<file path="src/rtl/fft_peak_scanner.sv">
// -----------------------------------------------------------------------------
// fft_peak_scanner
//
// Reads one FFT frame from the output dual-port BRAM after the FFT stage has
// finished writing it. The sweep uses BRAM port A in read-only mode and covers
// NUM_BINS consecutive bins, starting at BASE_BIN. For each bin the block
// computes the squared magnitude re^2 + im^2. It then reports the strongest
// bin's index and magnitude to the peak-pairing logic.
//
// Ports
//   clk          in   system clock, rising edge
//   reset_n      in   asynchronous active-low reset
//   start        in   single-cycle request to scan the frame held in BRAM
//   busy         out  high while a scan is in progress (start edge .. done fall)
//   done         out  one-cycle pulse when peak_bin/peak_mag are updated
//   bram_addr    out  BRAM port A address
//   bram_we      out  BRAM port A write enable, tied low
//   bram_q       in   BRAM port A read data, {real[DATA_W], imag[DATA_W]} signed
//   peak_bin     out  index of the largest-magnitude bin of the last scan
//   peak_mag     out  unsigned squared magnitude of that bin
//   result_valid out  high from the first done until reset or next accepted start
//
// Pipeline, for an address registered at edge k:
//   k   address issue  (issue_v_q)
//   k+1 BRAM read      (read_v_q / read_bin_q)
//   k+2 stage M        (mag_v_q / mag_bin_q / mag_q)
//   k+3 stage C        (best_mag_q / best_bin_q updated when strictly greater)
// With start sampled at edge E, done is high after edge E+NUM_BINS+3.
// -----------------------------------------------------------------------------
module fft_peak_scanner #(
   parameter int ADDR_W   = 4,
   parameter int DATA_W   = 8,
   parameter int BASE_BIN = 1,
   parameter int NUM_BINS = 2**(ADDR_W-1) - 1
) (
   input  logic                  clk,
   input  logic                  reset_n,
   input  logic                  start,
   output logic                  busy,
   output logic                  done,
   output logic [ADDR_W-1:0]     bram_addr,
   output logic                  bram_we,
   input  logic [2*DATA_W-1:0]   bram_q,
   output logic [ADDR_W-1:0]     peak_bin,
   output logic [2*DATA_W-1:0]   peak_mag,
   output logic                  result_valid
);

   localparam int                MAG_W      = 2 * DATA_W;
   localparam logic [ADDR_W-1:0] FIRST_ADDR = ADDR_W'(BASE_BIN);
   localparam logic [ADDR_W-1:0] LAST_ADDR  = ADDR_W'(BASE_BIN + NUM_BINS - 1);

   typedef enum logic [1:0] {
      S_IDLE,
      S_SWEEP,
      S_DRAIN,
      S_DONE
   } state_t;

   // FSM state and registered outputs
   state_t              state_q;
   logic [ADDR_W-1:0]   addr_q;
   logic                busy_q;
   logic                done_q;
   logic                result_valid_q;
   logic [ADDR_W-1:0]   peak_bin_q;
   logic [MAG_W-1:0]    peak_mag_q;

   // Running maximum of the scan in progress
   logic [ADDR_W-1:0]   best_bin_q;
   logic [MAG_W-1:0]    best_mag_q;

   // Read-valid / bin-index shift register that follows each issued address
   logic                issue_v_q;
   logic                read_v_q;
   logic [ADDR_W-1:0]   read_bin_q;
   logic                mag_v_q;
   logic [ADDR_W-1:0]   mag_bin_q;
   logic [MAG_W-1:0]    mag_q;

   // ---------------------------------------------------------------------------
   // Squared magnitude of the word currently on bram_q.
   // Each square of a signed DATA_W value is at most 2^(2*DATA_W-2), so the
   // sum (at most 2^(2*DATA_W-1)) fits in MAG_W bits when read as unsigned.
   // ---------------------------------------------------------------------------
   logic signed [DATA_W-1:0] re_s;
   logic signed [DATA_W-1:0] im_s;
   logic signed [MAG_W-1:0]  re_sq;
   logic signed [MAG_W-1:0]  im_sq;
   logic [MAG_W-1:0]         mag_d;

   assign re_s  = bram_q[2*DATA_W-1:DATA_W];
   assign im_s  = bram_q[DATA_W-1:0];
   // Sign-extend before multiplying so the product is the full-width square.
   assign re_sq = MAG_W'(re_s) * MAG_W'(re_s);
   assign im_sq = MAG_W'(im_s) * MAG_W'(im_s);
   assign mag_d = $unsigned(re_sq) + $unsigned(im_sq);

   // The pipeline is empty once no issued address remains in flight.
   logic pipe_empty;
   assign pipe_empty = !issue_v_q && !read_v_q && !mag_v_q;

   // ---------------------------------------------------------------------------
   // Read and magnitude stages
   // ---------------------------------------------------------------------------
   // NOTE: the reset is asynchronous and the sensitivity list includes the
   // reset edge, so every register listed here clears the moment reset_n
   // falls, including in the middle of a scan.
   always_ff @(posedge clk or negedge reset_n) begin
      if (!reset_n) begin
         read_v_q   <= 1'b0;
         read_bin_q <= '0;
         mag_v_q    <= 1'b0;
         mag_bin_q  <= '0;
         mag_q      <= '0;
      end else begin
         // NOTE: non-blocking assignments: every stage samples the value its
         // predecessor held before this edge, which gives a true shift register.
         read_v_q   <= issue_v_q;
         read_bin_q <= addr_q;
         mag_v_q    <= read_v_q;
         mag_bin_q  <= read_bin_q;
         mag_q      <= mag_d;
      end
   end

   // ---------------------------------------------------------------------------
   // Control FSM, address generator, compare stage and result registers
   // ---------------------------------------------------------------------------
   always_ff @(posedge clk or negedge reset_n) begin
      if (!reset_n) begin
         state_q        <= S_IDLE;
         addr_q         <= '0;
         busy_q         <= 1'b0;
         done_q         <= 1'b0;
         result_valid_q <= 1'b0;
         peak_bin_q     <= '0;
         peak_mag_q     <= '0;
         best_bin_q     <= '0;
         best_mag_q     <= '0;
         issue_v_q      <= 1'b0;
      end else begin
         issue_v_q <= 1'b0;

         // Stage C. The comparison is strict, so on a tie the bin seen first
         // (the lower index) is kept.
         if (mag_v_q && (mag_q > best_mag_q)) begin
            best_mag_q <= mag_q;
            best_bin_q <= mag_bin_q;
         end

         case (state_q)
            S_IDLE: begin
               done_q <= 1'b0;
               if (start) begin
                  // The pipeline is empty in IDLE, so clearing the running
                  // max here cannot race with stage C above.
                  best_mag_q     <= '0;
                  best_bin_q     <= FIRST_ADDR;
                  addr_q         <= FIRST_ADDR;
                  issue_v_q      <= 1'b1;
                  busy_q         <= 1'b1;
                  result_valid_q <= 1'b0;
                  state_q        <= S_SWEEP;
               end
            end

            S_SWEEP: begin
               if (addr_q == LAST_ADDR) begin
                  // The last bin has been issued. addr_q holds its value so
                  // it never wraps.
                  state_q <= S_DRAIN;
               end else begin
                  addr_q    <= addr_q + ADDR_W'(1);
                  issue_v_q <= 1'b1;
               end
            end

            S_DRAIN: begin
               if (pipe_empty) begin
                  // The last compare happened at the previous edge, so
                  // best_* is final.
                  peak_bin_q     <= best_bin_q;
                  peak_mag_q     <= best_mag_q;
                  result_valid_q <= 1'b1;
                  done_q         <= 1'b1;
                  state_q        <= S_DONE;
               end
            end

            S_DONE: begin
               // start is deliberately ignored here. A new scan may begin on
               // the first IDLE cycle.
               done_q  <= 1'b0;
               busy_q  <= 1'b0;
               state_q <= S_IDLE;
            end

            default: begin
               state_q <= S_IDLE;
               busy_q  <= 1'b0;
               done_q  <= 1'b0;
            end
         endcase
      end
   end

   assign busy         = busy_q;
   assign done         = done_q;
   assign bram_addr    = addr_q;
   assign bram_we      = 1'b0;
   assign peak_bin     = peak_bin_q;
   assign peak_mag     = peak_mag_q;
   assign result_valid = result_valid_q;

endmodule

</file>
<file path="config.mk">
export PLATFORM = sky130hd
export DESIGN_NAME = fft_peak_scanner
export DESIGN_NICKNAME = d
export VERILOG_FILES = /design/src/rtl/fft_peak_scanner.sv
export SDC_FILE = /design/constraint.sdc
export NUM_CORES = 1
export LEC_CHECK = 0
export CAP_MARGIN = 20
export CORE_ASPECT_RATIO = 0.7
export CORE_MARGIN = 3
export CORE_UTILIZATION = 50
export CTS_CLUSTER_SIZE = 14
export DETAILED_ROUTE_END_ITERATION = 10
export PLACE_DENSITY = 0.69
export RECOVER_POWER = 25
export SLEW_MARGIN = 20
export SYNTH_ARGS = -nofsm -noshare
export SYNTH_HDL_FRONTEND = slang
export SYNTH_SLANG_ARGS = --single-unit
</file>
<file path="constraint.sdc">
create_clock -name clk -period 2.42 [get_ports clk]
set_clock_uncertainty 0.05 [all_clocks]
set_input_delay 0.484 -clock clk [delete_from_list [all_inputs] [get_ports clk]]
set_output_delay 0.484 -clock clk [all_outputs]
set_load 0.03 [all_outputs]
</file>
After elaboration in Yosys (flattened, before gate mapping) --
Index checks and enable logic that the tools add are counted.
Storage, ports and cells: flip-flop bits (word level) 76, word-level logic and storage cells 68, output and inout bits 28, bits of input ports 19
Operators by class: muxes and demuxes 22, equality and inequality tests 8, reduce and logical (&&, ||, !) cells 18, order comparisons 1, $mul 2, $add $sub $neg 2
Operator list (count):
- $mux 16 | 3
- $mul 8x8->16 | 2
- $mux 4 | 5
- $add 16x16->16 | 1
- $gt 16x16->1 | 1
- $reduce_and 3->1 | 3
- $ne 2x2->1 const B | 4
- $pmux 1 s2 | 4
- $pmux 2 s4 | 1
- $pmux 4 s2 | 1
- $reduce_bool 2->1 | 4
- $mux 2 | 3
- $reduce_and 2->1 | 3
- $mux 1 | 5
- $add 4x1->4 const B | 1
- $eq 2x2->1 const B | 2
- $eq 4x3->1 const B | 1
- $logic_and 1x1->1 | 3
- $logic_not 1->1 | 3
- $eq 2x1->1 const B | 1
- $logic_not 2->1 | 1
- $reduce_or 2->1 | 1

Logic depth before layout (Yosys ltp) --
depth after elaboration 5, mapped depth 21, gate-level depth less buffers 20

Worst setup path after synthesis --
Ideal clock, no wire load.
path type in2reg, start point in bram_q[7], end point reg mag_q[12], slack -3176 ps, buffers on the path 0, setup time 69 ps, arrival time 5477 ps, data required time 2301 ps, cell stages on the path 17, cells stage by stage inv_1 > nor2_1 > xnor2_1 > ha_1 > fa_1 > fa_1 > fa_1 > fa_1 > inv_1 > fa_1 > inv_1 > ha_1 > a21o_1 > a31oi_4 > a21oi_2 > or4_1 > nand3_1
On the way: cells in the longest elaborated chain, start to end 2
Ends and longest elaborated chain:
- from (decl) | RTL line 43 | input logic [2*DATA_W-1:0] bram_q,
- $mul 8x8->16 | RTL line 96 | assign im_sq = MAG_W'(im_s) * MAG_W'(im_s);
- $add 16x16->16 | RTL line 97 | assign mag_d = $unsigned(re_sq) + $unsigned(im_sq);
- via mag_d[12] | RTL line 90 | logic [MAG_W-1:0] mag_d;
- to (signal assigned) | RTL line 123 | mag_q <= mag_d;
- to (decl) | RTL line 79 | logic [MAG_W-1:0] mag_q;
The timed path passes the listed nets, and every way through them passes these cells. A chain may end at the register's enable or synchronous reset.

Worst setup path after layout --
start point in bram_q[10], end point reg mag_q[12]
On the way: cells in the longest elaborated chain, start to end 2
Ends and longest elaborated chain:
- $mul 8x8->16 | RTL line 95 | assign re_sq = MAG_W'(re_s) * MAG_W'(re_s);
- $add 16x16->16 | RTL line 97
- via mag_d[12] | RTL line 90
The timed path passes the listed nets, and every way through them passes these cells.

==> reports/metrics.yaml <==
global_routing:
  antenna_found_initial: 0
  grt_pass1_vias: 6026
  gr-total-overflow: 0
  grt_max_degree: 49
  grt_pass1_wl_um: 29000
  grt.total_usage_pct: 21.6
clocking:
  clk_pin_slew_ns: 0.06
  cts_tree: "yes"
  cts_sinks: 76
  cts_buffers: 9
  clock_latency_ns: 0.34
  hold_buffers: 0
  h-tree-depth: 3
  cts-root-buf: "clkbuf_16"
  ctsLongestPathBuffers: 2
timing:
  final_hold_viol_count: 0
  relSlewSlack_pct: -0.213
  min_period_ns: 4.96
  post-route-period-util_pct: 205
  final_max_slew_viol_count: 29
  setup_violations: 13
  rsz0062_at_grt: "yes"
  fmax_mhz: 201
  timing.final.ws_setup_ns: -2.54
  worst-slew-pin-transition_ns: 1.50
final_layout:
  fin_area_um2: 10100
  area_growth_pct: 32.5
  utilization_pct: 68.3
  n_fill_cell: 1105
  fin_nets: 1093
  final_cells: 1085
  drive_gt1_share_pct: 31.7
  insertedDiodeCount: 0
critical_path:
  critPathKind: "input pin to flop"
  r2r_cells: 6
  ff2ff_setup_slack_ns: 0.21
  cp.arrival_ns: 5.18
  start_kind: "input pin"
  timing.critical_path.required_ns: 2.64
  slowest_delay_ns: 0.55
  path_cells: "buf_8 > buf_6 > and2_4 > fa_1 > inv_2 > fa_1 > inv_2 > fa_1 > fa_1 > fa_1 > inv_2 > fa_1 > inv_2 > ha_4 > o21a_1 > nor2_1 > a21oi_2 > or4_1 > nand3_1"
  cp_slowest_cell: "fa_1"
  r2r_end: "best_mag_q[5]$_DFF_PN0_"
  worstPathMaxFanout: 5
  cp-end-kind: "flop"
  r2r_start: "mag_q[15]$_DFF_PN0_"
  crit_top_cell: "fa_1"
detailed_routing:
  drt_iter0_drc: 264
  vias_per_cell: 5.12
  vias: 5558
  dr.pass1.iters: 5
  antenna_left: 0
  post-route-drc-count: 0
  routed_wl_um: 17300
  routedWlPerCell_um: 15.9
floorplan:
  die_h_um: 109
  fp.coreArea_um2: 14800
  die_w_um: 154
  ios: 47
  die-area_um2: 16800
  num_rows: 37
  initial_utilization_pct: 51.5
logic_synthesis:
  synth_edf_count: 0
  ys.flop_type: "dfrtp_1"
  ys_types: 48
  syn_avg_cell_area_um2: 10.5
  synth-seq-area-share_pct: 24.9
  syn_inst: 727
  synth.net_count: 934
  syn_area_um2: 7630
  synth-seq-cells: 76
  yosys_warnings: 0
  synth-async-reset-ratio_pct: 100
status:
  outcome: "finished with violations"
  violations: "capacitance limit, slew limit, setup timing"
hold_path:
  whs_path_depth: 0
  min_to: "mag_bin_q[0]$_DFF_PN0_"
  holdCritPathClass: "flop to flop"
  holdCritStartpoint: "read_bin_q[0]$_DFF_PN0_"
placement:
  dp_cells: 1047
  dpl.hpwl_um: 13800
  placed_cell_area_um2: 9220
  gp_congestion: 0.847
  io_buffers: 45
  dp_slack_ns: -3.55
run:
  drv_cap: 1
## synth_stat cells (all sizes together), types with 16 or more instances
master | n | share of area (%)
o21ai | 16 | 1.0
mux2 | 21 | 3.1
o31ai | 16 | 1.6
inv | 149 | 7.3
fa | 112 | 29
xnor2 | 27 | 3.1
nand3 | 23 | 1.5
nand2 | 37 | 1.8
ha | 76 | 12
and2 | 28 | 2.3
a21oi | 19 | 1.3
nor2 | 34 | 1.7
dfrtp | 76 | 25
## how the worst max path moves through the flow
stage / slack, ns / endpoint / from / depth (start not counted)
after floorplan: -2.67 / mag_q[12]$_DFF_PN0_ / bram_q[7] / 17
after global placement: -3.38 / mag_q[15]$_DFF_PN0_ / bram_q[15] / 17
after detailed placement: -3.55 / mag_q[14]$_DFF_PN0_ / bram_q[15] / 18
after CTS: -2.60 / mag_q[12]$_DFF_PN0_ / bram_q[11] / 18
after global routing: -2.71 / mag_q[12]$_DFF_PN0_ / bram_q[10] / 19
final: -2.54 / mag_q[12]$_DFF_PN0_ / bram_q[10] / 19
## cell type report
cell class / instances / area, µm² / share of cell area, %
Clock buffer: 11 / 243 / 2.40
Clock inverter: 4 / 73.8 / 0.730
Inverter: 150 / 588 / 5.81
Multi-Input combinational cell: 483 / 5570 / 55.1
Sequential cell: 76 / 1900 / 18.8
Tap cell: 195 / 244 / 2.41
Timing Repair Buffer: 166 / 1500 / 14.8
## kinds of logic after synthesis
| kind of cell | count (synthesis) | share of synthesized area (%) |
|---|---|---|
| fa+ha+maj | 188 | 41.8 |
| buf+inv | 168 | 8.51 |
| simple gates | 153 | 9.89 |
| compound gates | 83 | 7.38 |
| flops | 76 | 24.9 |
| xor+xnor | 32 | 3.67 |
| mux | 26 | 3.75 |
| other cells | 1 | 0.0491 |
## critical path, delay by kind of cell
kind | cells | cell delay (ns)
AOI/OAI and AO/OA | 2 | 0.22
adders and majority gates | 7 | 3.30
and+or+nand+nor | 4 | 0.76
buffers and inverters | 6 | 0.40
## what timing repair did
action                     4_1_cts  5_1_grt
pin swaps                       78       59
setup buffers                   16       10
gates resized for setup        145       57
setup endpoints to repair       13       13
## through the flow
stage	hold WS (ns)	setup TNS, ns
after global routing	0.303	-28.04
after CTS	0.0242	-26.33
after global placement	0.285	-37.10
after detailed placement	0.286	-38.57
after floorplan	0.138	-26.92
final	0.300	-26.06
## placed cells by master (no fill, tap or decap), drive strengths merged, types with 21 or more instances in the layout
| master | instances |
|---|---|
| and2 | 28 |
| dfrtp | 76 |
| nand3 | 23 |
| inv | 147 |
| mux2 | 21 |
| xnor2 | 27 |
| nand2 | 37 |
| buf | 133 |
| fa | 112 |
| clkdlybuf4s50 | 28 |
| nor2 | 34 |
| ha | 76 |
## state kept, by name, summed over array words and instances, names as in the netlist, 2 cells and up
register / cells
peak_mag: 16
read_bin_q: 4
mag_q: 16
best_mag_q: 16
mag_bin_q: 4
peak_bin: 4
bram_addr: 4
state_q: 2
best_bin_q: 4
## layer usage
layer	part of all wire, %	wire, µm	global-route usage (%)	vias to the layer above
li1	-	-	-	2622
met5	0	0	0	-
met3	4.4	762	3.34	23
met4	1.4	248	4.47	0
met2	49	8520	35.9	120
met1	45	7770	30.8	2793
Power is left out: the tool's default activity adds up to more than one toggle a clock period on the data nets, which glitch-free logic cannot reach.
